[src/rtl/seq1100_pkg.sv]
// Shared types and constants for the 1100-sync serial link.
package seq1100_pkg;
  typedef enum logic [1:0] {IDLE, SYNC, DATA, PAR} state_t;

  localparam logic [3:0] SYNC_WORD  = 4'b1100;
  localparam logic       IDLE_LEVEL = 1'b1;
  localparam logic [2:0] HIST_RESET = 3'b111;
endpackage

[src/rtl/seq1100_framer_tx_if.sv]
// Producer-side handshake plus serial-line outputs of the 1100 framer.
interface seq1100_framer_tx_if #(
  parameter int DATA_W = 8
);
  logic [DATA_W-1:0] tx_data;
  logic              tx_valid;
  logic              tx_ready;
  logic              ser_out;
  logic              sync_active;
  logic              busy;

  modport master (
    output tx_data, tx_valid,
    input  tx_ready, ser_out, sync_active, busy
  );

  modport slave (
    input  tx_data, tx_valid,
    output tx_ready, ser_out, sync_active, busy
  );
endinterface

[src/rtl/seq1100_stuff_guard.sv]
// Tracks the last three line bits and requests a stuffed 1 after 110,
// so a 1100 pattern can never form outside a sync word.
module seq1100_stuff_guard
  import seq1100_pkg::*;
(
  input  logic clk,
  input  logic rst_n,
  input  logic bit_out,
  input  logic shift_en,
  input  logic stuff_allow,
  output logic stuff_req
);
  logic [2:0] hist_q;
  logic [2:0] hist_d;

  always_comb begin
    hist_d = hist_q;
    if (shift_en) hist_d = {hist_q[1:0], bit_out};
  end

  always_ff @(posedge clk) begin
    if (!rst_n) hist_q <= HIST_RESET;
    else        hist_q <= hist_d;
  end

  assign stuff_req = stuff_allow && (hist_q == 3'b110);
endmodule

[src/rtl/seq1100_framer_tx.sv]
// Serializes DATA_W-bit words as 1100 sync + MSB-first payload with bit stuffing.
// Optional even-parity trailer bit when SEQ1100_TX_PARITY_EN is defined.
module seq1100_framer_tx
  import seq1100_pkg::*;
#(
  parameter int DATA_W = 8
) (
  input  logic                      clk,
  input  logic                      rst_n,
  seq1100_framer_tx_if.slave        bus
);
  localparam int CNT_W = (DATA_W > 4) ? $clog2(DATA_W) : 2;

  state_t            state_q, state_d;
  logic [CNT_W-1:0]  cnt_q, cnt_d;
  logic [DATA_W-1:0] shreg_q, shreg_d;
  logic              par_q, par_d;
  logic              ser_out_q, ser_out_d;
  logic              sync_active_q, sync_active_d;
  logic              busy_q, busy_d;
  logic              tx_ready_q, tx_ready_d;
  logic              shift_en;
  logic              stuff_allow;
  logic              stuff_req;

  seq1100_stuff_guard u_guard (
    .clk         (clk),
    .rst_n       (rst_n),
    .bit_out     (ser_out_d),
    .shift_en    (shift_en),
    .stuff_allow (stuff_allow),
    .stuff_req   (stuff_req)
  );

  assign stuff_allow = (state_q == DATA) || (state_q == PAR);

  always_comb begin
    state_d       = state_q;
    cnt_d         = cnt_q;
    shreg_d       = shreg_q;
    par_d         = par_q;
    ser_out_d     = IDLE_LEVEL;
    sync_active_d = 1'b0;
    busy_d        = 1'b0;
    tx_ready_d    = 1'b0;
    shift_en      = 1'b0;
    case (state_q)
      IDLE: begin
        tx_ready_d = 1'b1;
        // The accept edge already drives the first sync bit, giving a single idle bit between frames.
        if (bus.tx_valid && tx_ready_q) begin
          tx_ready_d    = 1'b0;
          shreg_d       = bus.tx_data;
          par_d         = ^bus.tx_data;
          ser_out_d     = SYNC_WORD[3];
          sync_active_d = 1'b1;
          busy_d        = 1'b1;
          shift_en      = 1'b1;
          cnt_d         = CNT_W'(1);
          state_d       = SYNC;
        end
      end
      SYNC: begin
        ser_out_d     = SYNC_WORD[2'd3 - cnt_q[1:0]];
        sync_active_d = 1'b1;
        busy_d        = 1'b1;
        shift_en      = 1'b1;
        if (cnt_q == CNT_W'(3)) begin
          cnt_d   = '0;
          state_d = DATA;
        end else begin
          cnt_d = cnt_q + CNT_W'(1);
        end
      end
      DATA: begin
        busy_d   = 1'b1;
        shift_en = 1'b1;
        // A stuffed 1 holds the payload bit and the counter for one line bit.
        if (!stuff_req) begin
          ser_out_d = shreg_q[DATA_W-1];
          shreg_d   = shreg_q << 1;
          if (cnt_q == CNT_W'(DATA_W - 1)) begin
            cnt_d = '0;
`ifdef SEQ1100_TX_PARITY_EN
            state_d = PAR;
`else
            state_d = IDLE;
`endif
          end else begin
            cnt_d = cnt_q + CNT_W'(1);
          end
        end
      end
      PAR: begin
        busy_d   = 1'b1;
        shift_en = 1'b1;
        if (!stuff_req) begin
          ser_out_d = par_q;
          state_d   = IDLE;
        end
      end
      default: state_d = IDLE;
    endcase
  end

  always_ff @(posedge clk) begin
    if (!rst_n) begin
      state_q       <= IDLE;
      cnt_q         <= '0;
      ser_out_q     <= IDLE_LEVEL;
      sync_active_q <= 1'b0;
      busy_q        <= 1'b0;
      tx_ready_q    <= 1'b0;
    end else begin
      state_q       <= state_d;
      cnt_q         <= cnt_d;
      ser_out_q     <= ser_out_d;
      sync_active_q <= sync_active_d;
      busy_q        <= busy_d;
      tx_ready_q    <= tx_ready_d;
    end
  end

  always_ff @(posedge clk) begin
    shreg_q <= shreg_d;
    par_q   <= par_d;
  end

  assign bus.tx_ready    = tx_ready_q;
  assign bus.ser_out     = ser_out_q;
  assign bus.sync_active = sync_active_q;
  assign bus.busy        = busy_q;
endmodule
[src/flat_wrapper.sv]
// flat-port wrapper written by rule: the top's interface ports become plain ports
module seq1100_framer_tx_flat import seq1100_pkg::*;
#(
  parameter int DATA_W = 8
)
  (clk, rst_n, bus_tx_data, bus_tx_valid, bus_tx_ready, bus_ser_out, bus_sync_active, bus_busy);
  seq1100_framer_tx_if #(.DATA_W(DATA_W)) bus_i ();
  input  logic clk;
  input  logic rst_n;
  input wire logic [$bits(bus_i.tx_data)-1:0] bus_tx_data;
  input wire logic [$bits(bus_i.tx_valid)-1:0] bus_tx_valid;
  output wire logic [$bits(bus_i.tx_ready)-1:0] bus_tx_ready;
  output wire logic [$bits(bus_i.ser_out)-1:0] bus_ser_out;
  output wire logic [$bits(bus_i.sync_active)-1:0] bus_sync_active;
  output wire logic [$bits(bus_i.busy)-1:0] bus_busy;
  assign bus_i.tx_data = bus_tx_data;
  assign bus_i.tx_valid = bus_tx_valid;
  assign bus_tx_ready = bus_i.tx_ready;
  assign bus_ser_out = bus_i.ser_out;
  assign bus_sync_active = bus_i.sync_active;
  assign bus_busy = bus_i.busy;
  seq1100_framer_tx #(.DATA_W(DATA_W)) u_core (.clk(clk), .rst_n(rst_n), .bus(bus_i));
endmodule
[config.mk]
export PLATFORM = sky130hd
export DESIGN_NAME = seq1100_framer_tx_flat
export DESIGN_NICKNAME = d
export VERILOG_FILES = /design/src/rtl/seq1100_pkg.sv /design/src/rtl/seq1100_framer_tx_if.sv /design/src/rtl/seq1100_stuff_guard.sv /design/src/rtl/seq1100_framer_tx.sv /design/src/flat_wrapper.sv
export SDC_FILE = /design/constraint.sdc
export NUM_CORES = 1
export LEC_CHECK = 0
export ABC_CLOCK_PERIOD_IN_PS = 1900
export BUFFER_PORTS_ARGS = -buffer_cell sky130_fd_sc_hd__clkbuf_2
export CAP_MARGIN = 20
export CORE_MARGIN = 10
export CORE_UTILIZATION = 46
export CTS_CLUSTER_DIAMETER = 30
export CTS_CLUSTER_SIZE = 16
export DETAILED_ROUTE_END_ITERATION = 6
export GPL_TIMING_DRIVEN = 0
export PLACE_DENSITY = 0.75
export SLEW_MARGIN = 20
export SYNTH_ARGS = -nofsm -noshare
export SYNTH_HDL_FRONTEND = slang
export SYNTH_SLANG_ARGS = --single-unit
[constraint.sdc]
create_clock -name clk -period 1.9 [get_ports clk]
set_input_delay 0.095 -clock clk [delete_from_list [all_inputs] [get_ports clk]]
set_output_delay 0.095 -clock clk [all_outputs]
set_load 0.03 [all_outputs]
======== Word-level counts from Yosys, hierarchy flattened ========
Index checks and enable logic that the tools add are counted.
storage, ports and cells
  register bits after elaboration ......... 21
  latch bits .............................. 0
  RAM bits ................................ 0
  memory bits (read-only) ................. 0
  input bits .............................. 11
  memories kept ........................... 0
cells by class
  add/subtract/negate cells ............... 2
  multiply operators ...................... 0
  divide/modulo/power cells ............... 0
  magnitude comparators ................... 1
  equality and inequality tests ........... 11
  shifts and indexed selects .............. 0
  muxes and demuxes ....................... 23
  bitwise gates (word level) .............. 0
  reductions and logical operators ........ 13
operators with widths
  kind                                                                           count
  8-bit 2-to-1 mux                                                               2
  8-bit case mux with 2 select lines                                             1
  3-bit 2-to-1 mux                                                               4
  2-bit 2-to-1 mux                                                               5
  3-bit case mux with 3 select lines                                             1
  2-bit case mux with 4 select lines                                             1
  8-bit XOR reduction                                                            1
  3-bit == test (second input constant)                                          2
  2-bit inequality test (second input constant)                                  3
  3-bit AND reduction                                                            2
  1-bit 2-to-1 mux                                                               5
  5-bit AND reduction                                                            1
  2-bit == test (second input constant)                                          2
  2-bit by 1-bit inequality test with 1-bit output (second input constant)       2
  1-bit case mux with 2 select lines                                             2
  1-bit case mux with 4 select lines                                             1
  2-bit AND reduction                                                            2
  3-bit by 1-bit adder with 3-bit output (second input constant)                 1
  3-bit by 2-bit == test with 1-bit output (second input constant)               1
  2-bit by 3-bit less-than comparator with 1-bit output (second input constant)  1
  3-bit nonzero test                                                             1
  3-bit OR reduction                                                             1
  1-bit binary-select mux with 2-bit select                                      1
  2-bit by 1-bit == test with 1-bit output (second input constant)               1
  other kinds (5)                                                                6

======== Depth between registers and ports, before layout ========
Gate-level depths: netlist of run 1.
  depth in word-level cells ............... 5
  gate-level depth with buffers ........... 7

======== By module ========
A second synthesis of run 1 with hierarchy kept.
unflattened totals
  cells, all modules ...................... 103
  area, all modules ....................... 1168.6 um^2
by module, submodules not included
  module               times used  cells each  area an instance (um^2)
  seq1100_framer_tx    1           93          1057.3
  seq1100_stuff_guard  1           10          111.4

======== Worst setup path after synthesis of run 1 ========
Ideal clock, no wire load.
  path type ............................... flip-flop to flip-flop
  start ................................... reg u_core.state_q[0]
  end ..................................... reg u_core.shreg_q[0], enable pin
  library setup time ...................... 386 ps
  arrival time ............................ 1601 ps
  required time ........................... 1514 ps
  setup slack ............................. -87 ps
  stages on the path, launching flop included .. 5
  clock period less this slack ............ 1987 ps
  cells stage by stage .................... dfxtp_1 -> inv_1 -> ha_1 -> a21boi_2 -> a211oi_1
on the way
  longest elaborated chain between the ends .. 5
  elaborated cells between the ends (all ways) .. 9
ends and longest elaborated chain
  element                           line                                              source
  start, declared                   seq1100_framer_tx.sv:14                           state_t state_q, state_d;
  start signal, assigned            seq1100_framer_tx.sv:115                          state_q <= state_d;
  2-bit == test (on tied branches)  seq1100_framer_tx.sv:35, seq1100_framer_tx.sv:47
  1-bit logical OR                  seq1100_framer_tx.sv:35                           assign stuff_allow = (state_q == DATA) || (state_q == PAR);
  1-bit logical AND                 seq1100_stuff_guard.sv:26                         assign stuff_req = stuff_allow && (hist_q == 3'b110);
  2-bit inequality test (no line)   -
  3-bit AND reduction (no line) *   -
  end signal, assigned              seq1100_framer_tx.sv:125                          shreg_q <= shreg_d;
  end, declared                     seq1100_framer_tx.sv:16                           logic [DATA_W-1:0] shreg_q, shreg_d;
Every way passes the cells marked *; elsewhere a longest branch is shown, timed or not.
A chain may end at the register's enable or synchronous reset.

======== Worst setup path in the final report of run 1 ========
  start ................................... reg u_core.state_q[0]
  end ..................................... reg u_core.cnt_q[0]
on the way
  longest elaborated chain between the ends .. 5
  elaborated cells between the ends (all ways) .. 11
ends and longest elaborated chain
  element                           line                                              source
  2-bit == test (on tied branches)  seq1100_framer_tx.sv:35, seq1100_framer_tx.sv:47
  1-bit logical OR                  seq1100_framer_tx.sv:35
  1-bit logical AND                 seq1100_stuff_guard.sv:26
  2-bit inequality test (no line)   -
  3-bit AND reduction (no line)     -
  end signal, assigned              seq1100_framer_tx.sv:116                          cnt_q <= cnt_d;
  end, declared                     seq1100_framer_tx.sv:15                           logic [CNT_W-1:0] cnt_q, cnt_d;
Parallel ways exist; a longest one is shown, timed or not.

==> results.json, run 1 <==
{
  "wl_per_cell_um": 14.34,
  "cts_max_level": 1,
  "core_um2": 2212,
  "setup-violations-final": 0,
  "cp.arrival_ns": 2.01,
  "timing.slew.headroom_pct": 63.40,
  "cts-root-buf": "clkbuf_4",
  "slowest_stage": "dfxtp_1",
  "leakage_uw": 0.0004954,
  "die_area_um2": 4674,
  "clk_pin_slew_ns": 0.12,
  "drc": 0,
  "nets": 133,
  "hold_class": "input port to flop",
  "area_growth_pct": 15.93,
  "vias_per_cell": 5.243,
  "stdcell_count": 140,
  "min_period_ns": 1.790,
  "fill_cells": 199,
  "drtPass1Iterations": 4,
  "max_stage_delay_ns": 0.41,
  "first_iter_violations": 52,
  "grt_antenna_before_repair": 0,
  "rows": 17,
  "clockBufferDepth": 2,
  "synth_warnings": 0,
  "grt_usage_pct": 9.540,
  "grt_max_degree": 13,
  "required_ns": 2.12,
  "max_cap_viol_count": 0,
  "holdWs_ns": 0.07066,
  "synthCells": 93,
  "ios": 15,
  "grt_pass1_vias": 766,
  "cp_max_fo": 10,
  "timing.critical_path.to_type": "flop",
  "numCtsBuffers": 3,
  "worstSetupPathType": "flop to flop",
  "seq_area_frac_synth_pct": 47.44,
  "hold_violations": 0,
  "ys_types": 31,
  "clock-sinks": 21,
  "rsz0062_at_grt": "false",
  "num_antenna_cells": 0,
  "drv_slew": 0,
  "fmax_mhz": 558.6,
  "grt_pass1_wl_um": 3394,
  "clkLatencyLatePin_ns": 0.30,
  "timing.final.ws_setup_ns": 0.1097,
  "hpwl_um": 1550,
  "grt_overflow": 0,
  "crit_chain": "inv_1 -> ha_1 -> buf_2 -> a221oi_4 -> nor2_1 -> a311oi_1",
  "die_w_um": 68.37,
  "cp-start-kind": "flop",
  "path_buf_inv": 2,
  "power_density_nw_per_um2": 1260,
  "antenna_left": 0,
  "totalWireLength_um": 2008,
  "die-height_um": 68.37,
  "synthesis.nets": 113,
  "crit_family": "compound AO/OA/AOI/OAI gates",
  "fin_crit_sh_pct": 94.23,
  "routabilityCongestion": 0.8002,
  "synth_seq_cells": 21,
  "portBuffers": 14,
  "synth_area_um2": 1076,
  "ctsHoldBuffers": 0,
  "route.vias.total": 734,
  "start_util_pct": 48.64,
  "status": "finished, final reports clean",
  "cts_tree": "done",
  "ir_drop_uv": 743.7,
  "pre_cts_slack_ns": -0.06545,
  "placed_cells": 135,
  "drive_gt1_share_pct": 29.46,
  "tightest_slew_ns": 0.5459,
  "finClkSkew_ns": 0.003551,
  "syn_avg_cell_area_um2": 11.57
}
==> cell usage in the layout (no fill, tap or decap), drive strengths merged, types with 2 or more instances in the layout <==
cell type  instances
nand2              8
clkbuf            18
inv                7
mux2i              4
xnor2              6
mux2               7
nor3b              3
o21ai              3
and3               2
ha                 9
nor2               4
buf                2
edfxtp             9
nand3              2
dfxtp             12
==> cell type report <==
type	count	area [µm²]	share of cell area, %
inverters	7	26.28	2.106
plain buffers	2	8.758	0.7021
well taps	28	35.03	2.808
flip-flops and latches	21	510.5	40.92
clock inverters	1	5.005	0.4012
clock buffers	3	22.52	1.805
repair buffers	15	90.09	7.222
multi-input cells	63	549.3	44.03
==> state kept, by name, summed over array words and instances (netlist names) <==
name	count
u_core.bus.ser_out	1
u_core.state_q	2
u_core.par_q	1
u_core.bus.busy	1
u_core.bus.sync_active	1
u_core.cnt_q	3
u_core.bus.tx_ready	1
u_core.shreg_q	8
u_core.u_guard.hist_q	3
==> Yosys cell counts <==
master | instances | area share, %
dfxtp_1 | 12 | 22
o31ai_1 | 1 | 0.70
a21boi_2 | 1 | 1.0
and3b_4 | 1 | 1.2
nor3b_1 | 2 | 1.4
o21ai_0 | 3 | 1.4
mux2_2 | 7 | 7.3
buf_2 | 1 | 0.46
nor2_1 | 4 | 1.4
a211oi_1 | 1 | 0.70
o22ai_1 | 1 | 0.58
and3_1 | 2 | 1.2
edfxtp_1 | 9 | 25
nand2b_1 | 1 | 0.58
xnor2_1 | 6 | 4.9
mux2i_1 | 4 | 3.7
nor3b_2 | 1 | 1.2
a2111oi_0 | 1 | 0.81
clkbuf_1 | 1 | 0.35
a31oi_1 | 1 | 0.58
a311oi_1 | 1 | 0.81
a221oi_4 | 1 | 2.4
nand2_1 | 8 | 2.8
nand3_1 | 2 | 0.93
and2_1 | 1 | 0.58
xor2_1 | 1 | 0.81
nor2b_1 | 1 | 0.58
nand4_1 | 1 | 0.58
ha_1 | 9 | 10
inv_1 | 7 | 2.4
o21a_1 | 1 | 0.70
==> per-layer routing <==
layer  share of wire [%]  global-route usage (%)
met3                 7.7                   4.568
met4                0.45                   3.518
met5                   0                       0
met1                  40                   9.528
met2                  51                   16.86
==> path summary, 6_finish.rpt <==
path / start / endpoint / slack [ns] / cells after the start
setup / recovery: u_core.state_q[0]$_SDFFE_PN0P_ / u_core.cnt_q[0]$_SDFFE_PN0P_ / 0.11 / 6
hold reg to reg: u_core.u_guard.hist_q[2]$_SDFFE_PN1P_ / u_core.u_guard.hist_q[2]$_SDFFE_PN1P_ / 0.51 / 2
setup reg to reg: u_core.state_q[0]$_SDFFE_PN0P_ / u_core.cnt_q[0]$_SDFFE_PN0P_ / 0.11 / 6
hold / removal: rst_n / u_core.cnt_q[1]$_SDFFE_PN0P_ / 0.07 / 3
==> power by group <==
| part | switching [µW] | internal (µW) |
|---|---|---|
| registers | 51.3 | 619 |
| logic | 388 | 298 |
| clock network | 137 | 78.5 |
==> tightest hold or removal path: cells and delay by family <==
kind	cells	cell delay (ns)
buffers and inverters	1	0.11
AO/OA/AOI/OAI	1	0.07
AND/OR/NAND/NOR	1	0.06
==> what timing repair did <==
item,4_1_cts,5_1_grt
cloned,0,0
gates resized for setup,1,2
setup buffers,0,1
pin swaps,0,1
setup endpoints to repair,8,10
==> through the flow <==
stage / utilization, % / total power, µW / instance area, µm² / TNS [ns]
final: 56.39 / 1572 / 1247 / 0
after global routing: 56.39 / 1676 / 1247 / 0
after CTS: 55.20 / 1513 / 1221 / 0
after detailed placement: 53.62 / 1276 / 1186 / -0.5225
after global placement: 53.62 / 1255 / 1186 / -0.09033
after floorplan: - / 1130 / 1081 / 0
==> logic make-up after synthesis <==
family          after synthesis  share of synthesized area, %
xor+xnor                      7                         5.698
flops                        21                         47.44
mux                          11                         11.05
simple gates                 24                         12.33
buf+inv                       9                         3.255
compound gates               12                         9.769
fa+ha+maj                     9                         10.47
No activity file was read; power rests on OpenSTA's default activity.
==> inputs of run 2 (changes only) <==
- CTS_BUF_LIST: unset -> sky130_fd_sc_hd__clkbuf_4 sky130_fd_sc_hd__clkbuf_8 sky130_fd_sc_hd__clkbuf_16
- PLACE_DENSITY: 0.75 -> 0.77
==> run 2 against run 1 <==
  * Core utilization did not move
  * Sequential power hardly changed
  * Non-clock buffer count is the same
  * Worst hold slack worse by 0.014 ns
  * Global-route usage rose by 0.84 points
  * Final cell count unchanged
  * Wire length grew 2.8%
==> results.json, run 2 (same netlist as run 1, synthesis figures left out) <==
{
  "regToRegSetupSlack_ns": 0.18,
  "hold_violations": 0,
  "crit_cells": 6,
  "grt_usage_pct": 10.38,
  "clkLatencyLatePin_ns": 0.30,
  "intPower_uw": 995.0,
  "setup-violations-final": 0,
  "total_power_uw": 1575,
  "hpwl_um": 1575,
  "required_ns": 2.12,
  "stdcell_count": 140,
  "grt_max_degree": 13,
  "ir_drop_uv": 773.7,
  "cts_tree": "done",
  "ios": 15,
  "largest_reg_flops": 8,
  "vias_per_cell": 5.329,
  "die_area_um2": 4674,
  "pwr-share-comb_pct": 43.9,
  "num_antenna_cells": 0,
  "max_stage_delay_ns": 0.39,
  "timing.final.ws_setup_ns": 0.1777,
  "rows": 17,
  "cts_max_level": 1,
  "clk_pin_slew_ns": 0.12,
  "grt_overflow": 0,
  "crit_family": "compound AO/OA/AOI/OAI gates",
  "crit_end": "u_core.cnt_q[0]$_SDFFE_PN0P_",
  "fmax_mhz": 580.6,
  "min_period_ns": 1.722,
  "crit_chain": "inv_1 -> ha_1 -> buf_2 -> a221oi_4 -> nor2_1 -> a311oi_1",
  "status": "finished, final reports clean",
  "rr_endpoint": "u_core.cnt_q[0]$_SDFFE_PN0P_",
  "max_cap_viol_count": 0,
  "rr_worst_depth": 6,
  "tightest_slew_ns": 0.5235,
  "cp_max_fo": 10,
  "routabilityCongestion": 0.8535,
  "first_iter_violations": 68,
  "fill_cells": 196,
  "portBuffers": 14,
  "nets": 133,
  "pwr-share-clk_pct": 13.6,
  "clockBufferDepth": 2,
  "route.vias.total": 746,
  "clock-sinks": 21,
  "grt_pass1_vias": 819,
  "power_density_nw_per_um2": 1263,
  "antenna_left": 0,
  "ctsHoldBuffers": 0,
  "area_growth_pct": 15.93,
  "core_um2": 2212,
  "drive_gt1_share_pct": 29.46,
  "finClkSkew_ns": 0.006567,
  "totalWireLength_um": 2064,
  "die_w_um": 68.37,
  "numCtsBuffers": 3,
  "largest-register": "u_core.shreg_q",
  "path_buf_inv": 2,
  "mostFrequentLayoutCells": "clkbuf_2, dfxtp_1, ha_1, edfxtp_1, nand2_1",
  "largest_registers": "u_core.shreg_q x8, u_core.cnt_q x3, u_core.u_guard.hist_q x3",
  "cp.arrival_ns": 1.95,
  "timing.critical_path.to_type": "flop",
  "min_from": "rst_n",
  "holdWs_ns": 0.05692,
  "leakage_uw": 0.0004954,
  "reg2reg_from": "u_core.state_q[0]$_SDFFE_PN0P_",
  "placed_cells": 135,
  "slowest_stage": "dfxtp_1",
  "cts-root-buf": "clkbuf_4",
  "fin_crit_sh_pct": 90.65,
  "grt_antenna_before_repair": 0,
  "die-height_um": 68.37,
  "drc": 0,
  "power_frac_seq_pct": 42.5,
  "drv_slew": 0,
  "layout_commonest_cell": "clkbuf_2",
  "grt_pass1_wl_um": 3622,
  "swShare_pct": 36.84,
  "start_util_pct": 48.64,
  "p_switching_uw": 580.3,
  "hold_class": "input port to flop",
  "finalSetupTns_ns": 0,
  "worstSetupPathType": "flop to flop",
  "cp-start-kind": "flop",
  "crit_start": "u_core.state_q[0]$_SDFFE_PN0P_",
  "pre_cts_slack_ns": -0.07628,
  "rsz0062_at_grt": "false",
  "wl_per_cell_um": 14.74,
  "drtPass1Iterations": 4,
  "timing.slew.headroom_pct": 64.90
}
==> run 2: worst min path at each step <==
| stage | cells past startpoint | slack, ns | to |
|---|---|---|---|
| final | 3 | 0.06 | u_core.cnt_q[1]$_SDFFE_PN0P_ |
| after global routing | 3 | 0.09 | u_core.cnt_q[1]$_SDFFE_PN0P_ |
| after CTS | 3 | 0.05 | u_core.cnt_q[1]$_SDFFE_PN0P_ |
| after detailed placement | 3 | 0.38 | u_core.cnt_q[1]$_SDFFE_PN0P_ |
| after global placement | 3 | 0.36 | u_core.cnt_q[1]$_SDFFE_PN0P_ |
| after floorplan | 2 | 0.24 | u_core.cnt_q[1]$_SDFFE_PN0P_ |
==> run 2: layout make-up <==
cell class / count / area, µm² / area share [%]
sequential: 21 / 510.5 / 40.92
multi-input combinational: 63 / 549.3 / 44.03
timing repair buffer: 15 / 90.09 / 7.222
buffer: 2 / 8.758 / 0.7021
tap: 28 / 35.03 / 2.808
clock inverter: 1 / 5.005 / 0.4012
inverter: 7 / 26.28 / 2.106
clock buffer: 3 / 22.52 / 1.805
==> run 2: routing by layer <==
metal	vias up	GRT usage (%)	share of wire (%)
met3	4	3.426	5.1
met1	358	10.32	43
met2	20	18.49	50
met4	0	6.030	2.2
li1	364	-	-
met5	-	0	0
==> run 2: power by group through the flow <==
stage | combinational (µW) | sequential (µW) | clock [µW]
2_1_floorplan | 419 | 711 | 0
3_3_place_gp | 576 | 676 | 0
3_5_place_dp | 602 | 680 | 0
4_1_cts | 623 | 669 | 221
5_1_grt | 762 | 683 | 249
6_report | 692 | 670 | 214
==> run 2: repair_timing <==
item                                    CTS  global route
resized for setup                         1             2
endpoints found under the setup margin    8            11
pin swaps                                 0             2
buffers inserted                          0             1
==> run 2: stage by stage <==
| stage | instance area [µm²] | utilization [%] |
|---|---|---|
| after global placement | 1186 | 53.62 |
| after detailed placement | 1186 | 53.62 |
| final | 1247 | 56.39 |
| after CTS | 1221 | 55.20 |
| after floorplan | 1081 | - |
| after global routing | 1247 | 56.39 |
==> run 2: tightest hold or removal path, delay by kind of cell <==
kind	cells	cell delay, ns
buf+inv	1	0.10
simple gates	1	0.06
compound gates	1	0.06
==> inputs of run 3 (changes only) <==
- ABC_CLOCK_PERIOD_IN_PS: 1900 -> unset
- PLACE_DENSITY: 0.77 -> unset
- PLACE_DENSITY_LB_ADDON: unset -> 0.15
==> run 3 against run 2 <==
  * Sequential share of layout area fell by 0.16 points
  * Clock power grew 7%
  * Critical path depth stayed put
  * Setup slack lost 0.13 ns
  * Final area is 0.40% higher
  * Via count fell by 1.7%
  * Critical path type unchanged
  * Critical endpoint is now u_core.u_guard.hist_q[0]$_SDFFE_PN1P_
  * Largest cell class unchanged
==> results.json, run 3 (same netlist as run 1, synthesis figures left out) <==
{
  "regToRegSetupSlack_ns": 0.05,
  "hpwl_um": 1559,
  "vias_per_cell": 5.199,
  "drtPass1Iterations": 4,
  "rr_worst_depth": 6,
  "cp.arrival_ns": 2.02,
  "die-height_um": 68.37,
  "timing.slew.headroom_pct": 59.29,
  "cts_tree": "done",
  "mostFrequentLayoutCells": "clkbuf_2, dfxtp_1, ha_1, edfxtp_1, nand2_1",
  "timing.critical_path.to_type": "flop",
  "drc": 0,
  "cp-start-kind": "flop",
  "fmax_mhz": 540.8,
  "die_w_um": 68.37,
  "grt_max_degree": 12,
  "tightest_slew_ns": 0.6092,
  "holdPathStages": 3,
  "rr_endpoint": "u_core.u_guard.hist_q[0]$_SDFFE_PN1P_",
  "grt_pass1_vias": 791,
  "largest_registers": "u_core.shreg_q x8, u_core.cnt_q x3, u_core.u_guard.hist_q x3",
  "pre_cts_slack_ns": -0.1053,
  "largest-register": "u_core.shreg_q",
  "numCtsBuffers": 3,
  "min_period_ns": 1.849,
  "fill_cells": 197,
  "num_antenna_cells": 0,
  "area_growth_pct": 16.40,
  "stdcell_count": 141,
  "clk_pin_slew_ns": 0.11,
  "clockBufferDepth": 2,
  "min_from": "rst_n",
  "ios": 15,
  "finClkSkew_ns": 0.007473,
  "portBuffers": 14,
  "cts_max_level": 1,
  "antenna_left": 0,
  "setup-violations-final": 0,
  "cts-root-buf": "clkbuf_4",
  "placed_cells": 135,
  "grt_pass1_wl_um": 3525,
  "power_density_nw_per_um2": 1286,
  "hold_violations": 0,
  "die_area_um2": 4674,
  "layout_commonest_cell": "clkbuf_2",
  "clkLatencyLatePin_ns": 0.30,
  "clock-sinks": 21,
  "worstSetupPathType": "flop to flop",
  "required_ns": 2.07,
  "status": "finished, final reports clean",
  "grt_antenna_before_repair": 0,
  "core_um2": 2212,
  "cp_max_fo": 4,
  "grt_usage_pct": 9.911,
  "drv_slew": 0,
  "multi_input_area_um2": 544.3,
  "first_iter_violations": 21,
  "max_cap_viol_count": 0,
  "rows": 17,
  "final_area_um2": 1252,
  "grt_overflow": 0,
  "reg2reg_from": "u_core.state_q[1]$_SDFFE_PN0P_",
  "nets": 134,
  "hold_end": "u_core.cnt_q[1]$_SDFFE_PN0P_",
  "leakage_uw": 0.0005003,
  "fin_crit_sh_pct": 97.32,
  "start_util_pct": 48.64,
  "ir_drop_uv": 559.4,
  "totalWireLength_um": 2080,
  "drive_gt1_share_pct": 29.20,
  "holdWs_ns": 0.07431,
  "largest_reg_flops": 8,
  "routabilityCongestion": 0.7694,
  "wl_per_cell_um": 14.75,
  "timing.final.ws_setup_ns": 0.05088,
  "route.vias.total": 733,
  "seqCellArea_um2": 510.5,
  "hold_class": "input port to flop",
  "post_dp_cell_area_um2": 1186
}
-- run 3: worst max-delay path, cell delays in order, from the launching register on --
cell and delay [ns]:
dfxtp_1 0.40, inv_1 0.10, ha_1 0.25, inv_1 0.14
nor2_1 0.08, a2111oi_1 0.59, a31oi_1 0.16
-- run 3: where the power goes --
group,switching [µW],internal [µW]
Sequential,49.8,619
Combinational,401,311
Clock,134,96.1
-- run 3: how the worst max path moves through the flow --
stage / startpoint / to / slack (ns)
after floorplan: u_core.state_q[0]$_SDFFE_PN0P_ / u_core.shreg_q[0]$_SDFFCE_PP0P_ / 0.18
after global placement: u_core.state_q[0]$_SDFFE_PN0P_ / u_core.shreg_q[2]$_DFFE_PP_ / -0.02
after detailed placement: u_core.state_q[0]$_SDFFE_PN0P_ / u_core.shreg_q[3]$_DFFE_PP_ / -0.11
after CTS: u_core.state_q[0]$_SDFFE_PN0P_ / u_core.shreg_q[6]$_DFFE_PP_ / 0.06
after global routing: u_core.state_q[1]$_SDFFE_PN0P_ / u_core.u_guard.hist_q[0]$_SDFFE_PN1P_ / -0.08
final: u_core.state_q[1]$_SDFFE_PN0P_ / u_core.u_guard.hist_q[0]$_SDFFE_PN1P_ / 0.05
-- run 3: area by class of cell --
type                       instances  share of cell area [%]
clock buffer                       4                   2.398
timing repair buffer              16                   7.792
sequential                        21                   40.76
inverter                           7                   2.098
tap                               28                   2.797
multi-input combinational         63                   43.46
buffer                             2                  0.6993
-- run 3: through the flow --
step / utilization (%) / power [µW] / TNS, ns
after floorplan: - / 1130 / 0
after global placement: 53.62 / 1261 / -0.1389
after detailed placement: 53.62 / 1282 / -0.8416
after CTS: 55.32 / 1529 / 0
after global routing: 56.62 / 1723 / -0.1395
final: 56.62 / 1611 / 0
-- run 3: metal layers --
metal / routed length (µm) / track usage, % / vias to the layer above / part of all wire [%]
met5: 0 / 0 / - / 0
met4: 50 / 6.533 / 0 / 2.4
met3: 74 / 2.121 / 6 / 3.6
met2: 1016 / 15.93 / 9 / 49
met1: 938 / 11.63 / 352 / 45
li1: - / - / 366 / -
-- run 3: timing repair --
item	CTS	global route
setup buffers	0	2
hold buffers	0	0
endpoints found under the setup margin	8	11
resized for setup	1	1
endpoints found under the hold margin	0	0
pin swaps	0	2
